===== src/rtl/mem_access_unit.sv =====
// MEM-stage memory access sequencer: word/byte loads, word stores and
// byte stores done as read-modify-write against a req/ack data RAM.
module mem_access_unit #(
    parameter int DATA_WIDTH = 32,
    parameter int ADDR_WIDTH = 10
) (
    input  logic                  clk,
    input  logic                  rst,
    input  logic                  MEM_ramwe,
    input  logic                  MEM_rambyte,
    input  logic                  MEM_ramtoreg,
    input  logic [DATA_WIDTH-1:0] MEM_result,
    input  logic [DATA_WIDTH-1:0] MEM_r2,
    output logic                  ram_req,
    output logic                  ram_we,
    output logic [ADDR_WIDTH-1:0] ram_addr,
    output logic [DATA_WIDTH-1:0] ram_wdata,
    input  logic [DATA_WIDTH-1:0] ram_rdata,
    input  logic                  ram_ack,
    output logic                  mem_stall,
    output logic [DATA_WIDTH-1:0] load_data,
    output logic                  load_valid
);

    typedef enum logic [2:0] {
        IDLE   = 3'd0,
        RD     = 3'd1,
        WR     = 3'd2,
        RMW_RD = 3'd3,
        RMW_WR = 3'd4,
        DONE   = 3'd5
    } state_t;

    state_t                state, next_state;
    logic [DATA_WIDTH-1:0] merge;
    logic [DATA_WIDTH-1:0] merged;
    logic [7:0]            lane_byte;
    logic [1:0]            lane;
    logic                  request;
    logic                  unused_addr_bits;

    // The EX/MEM register is frozen by mem_stall, so address and store data
    // can be taken straight from it for the whole transaction.
    assign lane     = MEM_result[1:0];
    assign ram_addr = MEM_result[ADDR_WIDTH+1:2];
    assign request  = MEM_ramwe | MEM_ramtoreg;
    assign unused_addr_bits = ^MEM_result[DATA_WIDTH-1:ADDR_WIDTH+2];

    assign lane_byte = ram_rdata[{lane, 3'b000} +: 8];

    always_comb begin
        merged = ram_rdata;
        merged[{lane, 3'b000} +: 8] = MEM_r2[7:0];
    end

    always_ff @(posedge clk) begin
        if (rst) state <= IDLE;
        else     state <= next_state;
    end

    always_comb begin
        next_state = state;
        case (state)
            IDLE: begin
                if (MEM_ramwe)         next_state = MEM_rambyte ? RMW_RD : WR;
                else if (MEM_ramtoreg) next_state = RD;
            end
            RD:      if (ram_ack) next_state = DONE;
            WR:      if (ram_ack) next_state = DONE;
            RMW_RD:  if (ram_ack) next_state = RMW_WR;
            RMW_WR:  if (ram_ack) next_state = DONE;
            DONE:    next_state = IDLE;
            default: next_state = IDLE;
        endcase
    end

    always_comb begin
        ram_req   = 1'b0;
        ram_we    = 1'b0;
        ram_wdata = MEM_r2;
        mem_stall = 1'b0;
        case (state)
            IDLE:   mem_stall = request;
            RD: begin
                ram_req   = 1'b1;
                mem_stall = 1'b1;
            end
            WR: begin
                ram_req   = 1'b1;
                ram_we    = 1'b1;
                mem_stall = 1'b1;
            end
            RMW_RD: begin
                ram_req   = 1'b1;
                mem_stall = 1'b1;
            end
            RMW_WR: begin
                ram_req   = 1'b1;
                ram_we    = 1'b1;
                ram_wdata = merge;
                mem_stall = 1'b1;
            end
            default: ;
        endcase
    end

    // Load result and merge word; ack is only acted on in request states.
    always_ff @(posedge clk) begin
        if (rst) begin
            load_data  <= '0;
            load_valid <= 1'b0;
            merge      <= '0;
        end else begin
            load_valid <= (state == RD) && ram_ack;
            if ((state == RD) && ram_ack)
                load_data <= MEM_rambyte ? {{(DATA_WIDTH-8){1'b0}}, lane_byte} : ram_rdata;
            if ((state == RMW_RD) && ram_ack)
                merge <= merged;
        end
    end

endmodule


===== config.mk =====
export PLATFORM = sky130hd
export DESIGN_NAME = mem_access_unit
export DESIGN_NICKNAME = d
export VERILOG_FILES = /design/src/rtl/mem_access_unit.sv
export SDC_FILE = /design/constraint.sdc
export NUM_CORES = 1
export LEC_CHECK = 0
export CAP_MARGIN = 20
export CORE_MARGIN = 3
export CORE_UTILIZATION = 44
export DETAILED_ROUTE_END_ITERATION = 12
export HOLD_SLACK_MARGIN = 0.02
export PLACE_DENSITY = 0.91
export SYNTH_ARGS = -nofsm -noshare
export SYNTH_HDL_FRONTEND = slang
export SYNTH_SLANG_ARGS = --single-unit

===== constraint.sdc =====
create_clock -name clk -period 3.79 [get_ports clk]
set_input_delay 0.758 -clock clk [delete_from_list [all_inputs] [get_ports clk]]
set_output_delay 0.758 -clock clk [all_outputs]
set_load 0.01 [all_outputs]

==> out/metrics.csv <==
stage,metric,value,unit
clock_network,H-tree depth,3,
finish,most frequent cells in the layout,"clkdlybuf4s50_1, dfxtp_1, nor2_1",
logic_synthesis,"EDFF count, synth",0,
placed_design,Final GP Congestion,0.888,
grt,first-pass GRT wire length,17600,um
logic_synthesis,synthesized flop and latch total,68,
clock_network,Worst-path clk slew,0.07,ns
grt,initial antenna violation count,0,
logic_synthesis,Synth Net Count,490,
critical_path,FF-to-FF setup slack,1.55,ns
critical_path,Crit Path Max Fanout,41,
floorplanning,total core area,7890,um^2
clock_network,post_cts resized,0,
power_and_ir_drop,Net Sw Power,625,uW
timing,Worst Max-Slew Pin Slew,1.02,ns
finish,Nets,606,
clock_network,TritonCTS Buffers,9,
power_and_ir_drop,sequential power share,40.2,%
flow_run,max-cap violations,0,
power_and_ir_drop,worst vdd ir,0.270,mV
power_and_ir_drop,PwrDens,401,nW/um^2
power_and_ir_drop,switching power share of the total,30.4,%
critical_path,critical path's largest stage delay,0.75,ns
floorplanning,Chip Width,96.9,um
power_and_ir_drop,Internal,1.43,mW
clock_network,Root Buffer,clkbuf_8,
clock_network,maximum root-to-sink buffer count,2,
floorplanning,initial core utilization,46.1,%
grt,vias in the first global route,3432,
critical_path,Setup crit end kind,output pin,
detailed_routing,vias,3459,
clock_network,hold_buf cts,0,
timing,Final Cycle Share,89.2,%
clock_network,CTS tree,built,
timing,final setup TNS,0,ns
logic_synthesis,"Distinct cells, synth",42,
logic_synthesis,Syn Std Cell Area,3640,um^2
detailed_routing,routed len/inst,18.1,um
detailed_routing,vias per cell,5.71,
timing,Post-Route Skew,0.00752,ns
critical_path,critical path's slowest cell,dfxtp_1,
logic_synthesis,ys async rst share,0,%
timing,fmax,0.296,GHz
critical_path,startpoint types,register,
timing,clock period minus worst slack,3.38,ns
critical_path,CP cell instances,and2_1 > buf_4 > mux2_2 > clkdlybuf4s50_1,
timing,Max Slew Vio Count,0,
critical_path,WP data required,3.03,ns
placed_design,pre-CTS worst setup slack,0.738,ns
logic_synthesis,Most used DFF post-synth,dfxtp_1,
logic_synthesis,Yosys warning count,0,
power_and_ir_drop,LEAKAGE,1.93,nW
grt,Total GRT Usage,23.2,%
timing,Slew headroom,32.0,%
floorplanning,Die Y,96.9,um
detailed_routing,remaining antenna violation count,0,
logic_synthesis,syn_area_per_cell,9.49,um^2
timing,Finish-stage setup viols,0,
clock_network,CTS Sinks,68,
detailed_routing,drt drc,0,
grt,global route overflow,0,
clock_network,Post-CTS Setup Repair Bufs,0,
detailed_routing,First DRT Iteration DRCs,332,
timing,endpoints failing hold,0,
finish,"commonest non-fill, non-tap cell in the layout",clkdlybuf4s50_1,
logic_synthesis,post-synthesis sequential area ratio,37.4,%
grt,largest net degree at the start of global routing,42,
timing,RSZ-0062 raised after global routing,no,
timing,setup ws final,0.408,ns
floorplanning,row cnt,32,
outcome,run status,"finished, final reports clean",
finish,Antenna diodes,0,
critical_path,CP Class,reg -> out,
floorplanning,Die ar.,9390,um^2
placed_design,port bufs,139,
floorplanning,I/O pin cnt,180,
clock_network,Worst-Skew Late Latency,0.35,ns
finish,share of layout cells above drive strength 1,18.5,%
placed_design,hpwl dp,8310,um
worst_hold_path,Min-Delay Path Class,reg -> reg,
power_and_ir_drop,power share of the combinational group,30.6,%
detailed_routing,TritonRoute pass-1 iters,5,
logic_synthesis,Synth Instances,383,
power_and_ir_drop,Clk pwr share,29.1,%
critical_path,Top Family by Delay on Critical Path,buffers and inverters,
detailed_routing,final WL,11000,um
critical_path,CP Data Arrival Time,2.62,ns
finish,Area Growth Syn to Fin,40.9,%
placed_design,placed insts,590,
finish,Finished Layout Cells,606,
critical_path,number of buffers and inverters on the critical path,2,
Yosys cell counts (2+ instances only):
master	number	area share, %
o22ai_1	14	2.4
nand2_1	19	2.0
a22o_1	24	5.8
xnor2_1	2	0.48
nor3_1	6	0.83
nor2_2	2	0.34
buf_2	13	1.8
ha_1	5	1.7
buf_4	12	2.5
nand3b_1	3	0.62
nor3b_4	2	1.0
nor3_2	31	8.5
dfxtp_1	68	37
inv_1	21	2.2
a21oi_1	3	0.41
clkbuf_1	5	0.52
a221oi_1	24	5.8
and4_1	2	0.48
o21ai_0	26	3.6
nor2_1	44	4.5
mux2_2	28	8.7
buf_6	7	2.2
mux2_4	3	1.2
flip-flops by register name (all words and copies together) (netlist names):
| signal | count |
|---|---|
| load_data | 32 |
| load_valid | 1 |
| merge | 32 |
| state | 3 |
path summary, 6_finish.rpt:
kind                      from            end  cells after the start
setup / recovery      state[2]  ram_wdata[19]                      4
hold / removal    load_data[2]   load_data[2]                      2
setup reg to reg      state[1]      merge[20]                      3
hold reg to reg   load_data[2]   load_data[2]                      2
through the flow:
| step | power (mW) | util, % | hold slack (ns) | area (um^2) |
|---|---|---|---|---|
| 4_1_cts | 2.07 | 65.0 | 0.469 | 5120 |
| 6_report | 2.06 | 65.0 | 0.470 | 5120 |
| 3_3_place_gp | 1.45 | 62.4 | 0.440 | 4920 |
| 2_1_floorplan | 1.19 | - | 0.465 | 3640 |
| 5_1_grt | 2.15 | 65.0 | 0.490 | 5120 |
| 3_5_place_dp | 1.47 | 62.4 | 0.452 | 4920 |
kinds of logic after synthesis:
| logic type | share of synthesized area [%] |
|---|---|
| compound gates | 18.5 |
| xor+xnor | 0.482 |
| fa+ha+maj | 1.72 |
| buf+inv | 9.33 |
| flops | 37.4 |
| mux | 10.5 |
| simple gates | 22.0 |
power by group through the flow:
stage	registers, mW	logic, mW	clock network [mW]
floorplan	0.825	0.363	0
global placement	0.839	0.613	0
finish	0.827	0.630	0.599
CTS	0.827	0.632	0.608
global route	0.835	0.677	0.640
detailed placement	0.843	0.627	0
per-layer routing:
metal | track usage, % | share of wire, %
met1 | 28.2 | 39
met2 | 38.9 | 49
met3 | 7.64 | 9.8
met4 | 7.24 | 1.8
met5 | 0 | 0
worst register-to-register path: cells and delay by family (launching register included):
kind / cells / cell delay (ns)
AOI/OAI and AO/OA: 1 / 0.68
and+or+nand+nor: 2 / 0.80
DFF: 1 / 0.63
area by class of cell:
cell class | count | area [um^2]
sequential | 68 | 1360
fill | 630 | 2760
multi-input combinational | 255 | 1940
clock buffer | 10 | 138
inverter | 22 | 82.6
tap | 102 | 128
clock inverter | 6 | 63.8
timing repair buffer | 143 | 1420
Power figures use the tool's default switching activity.
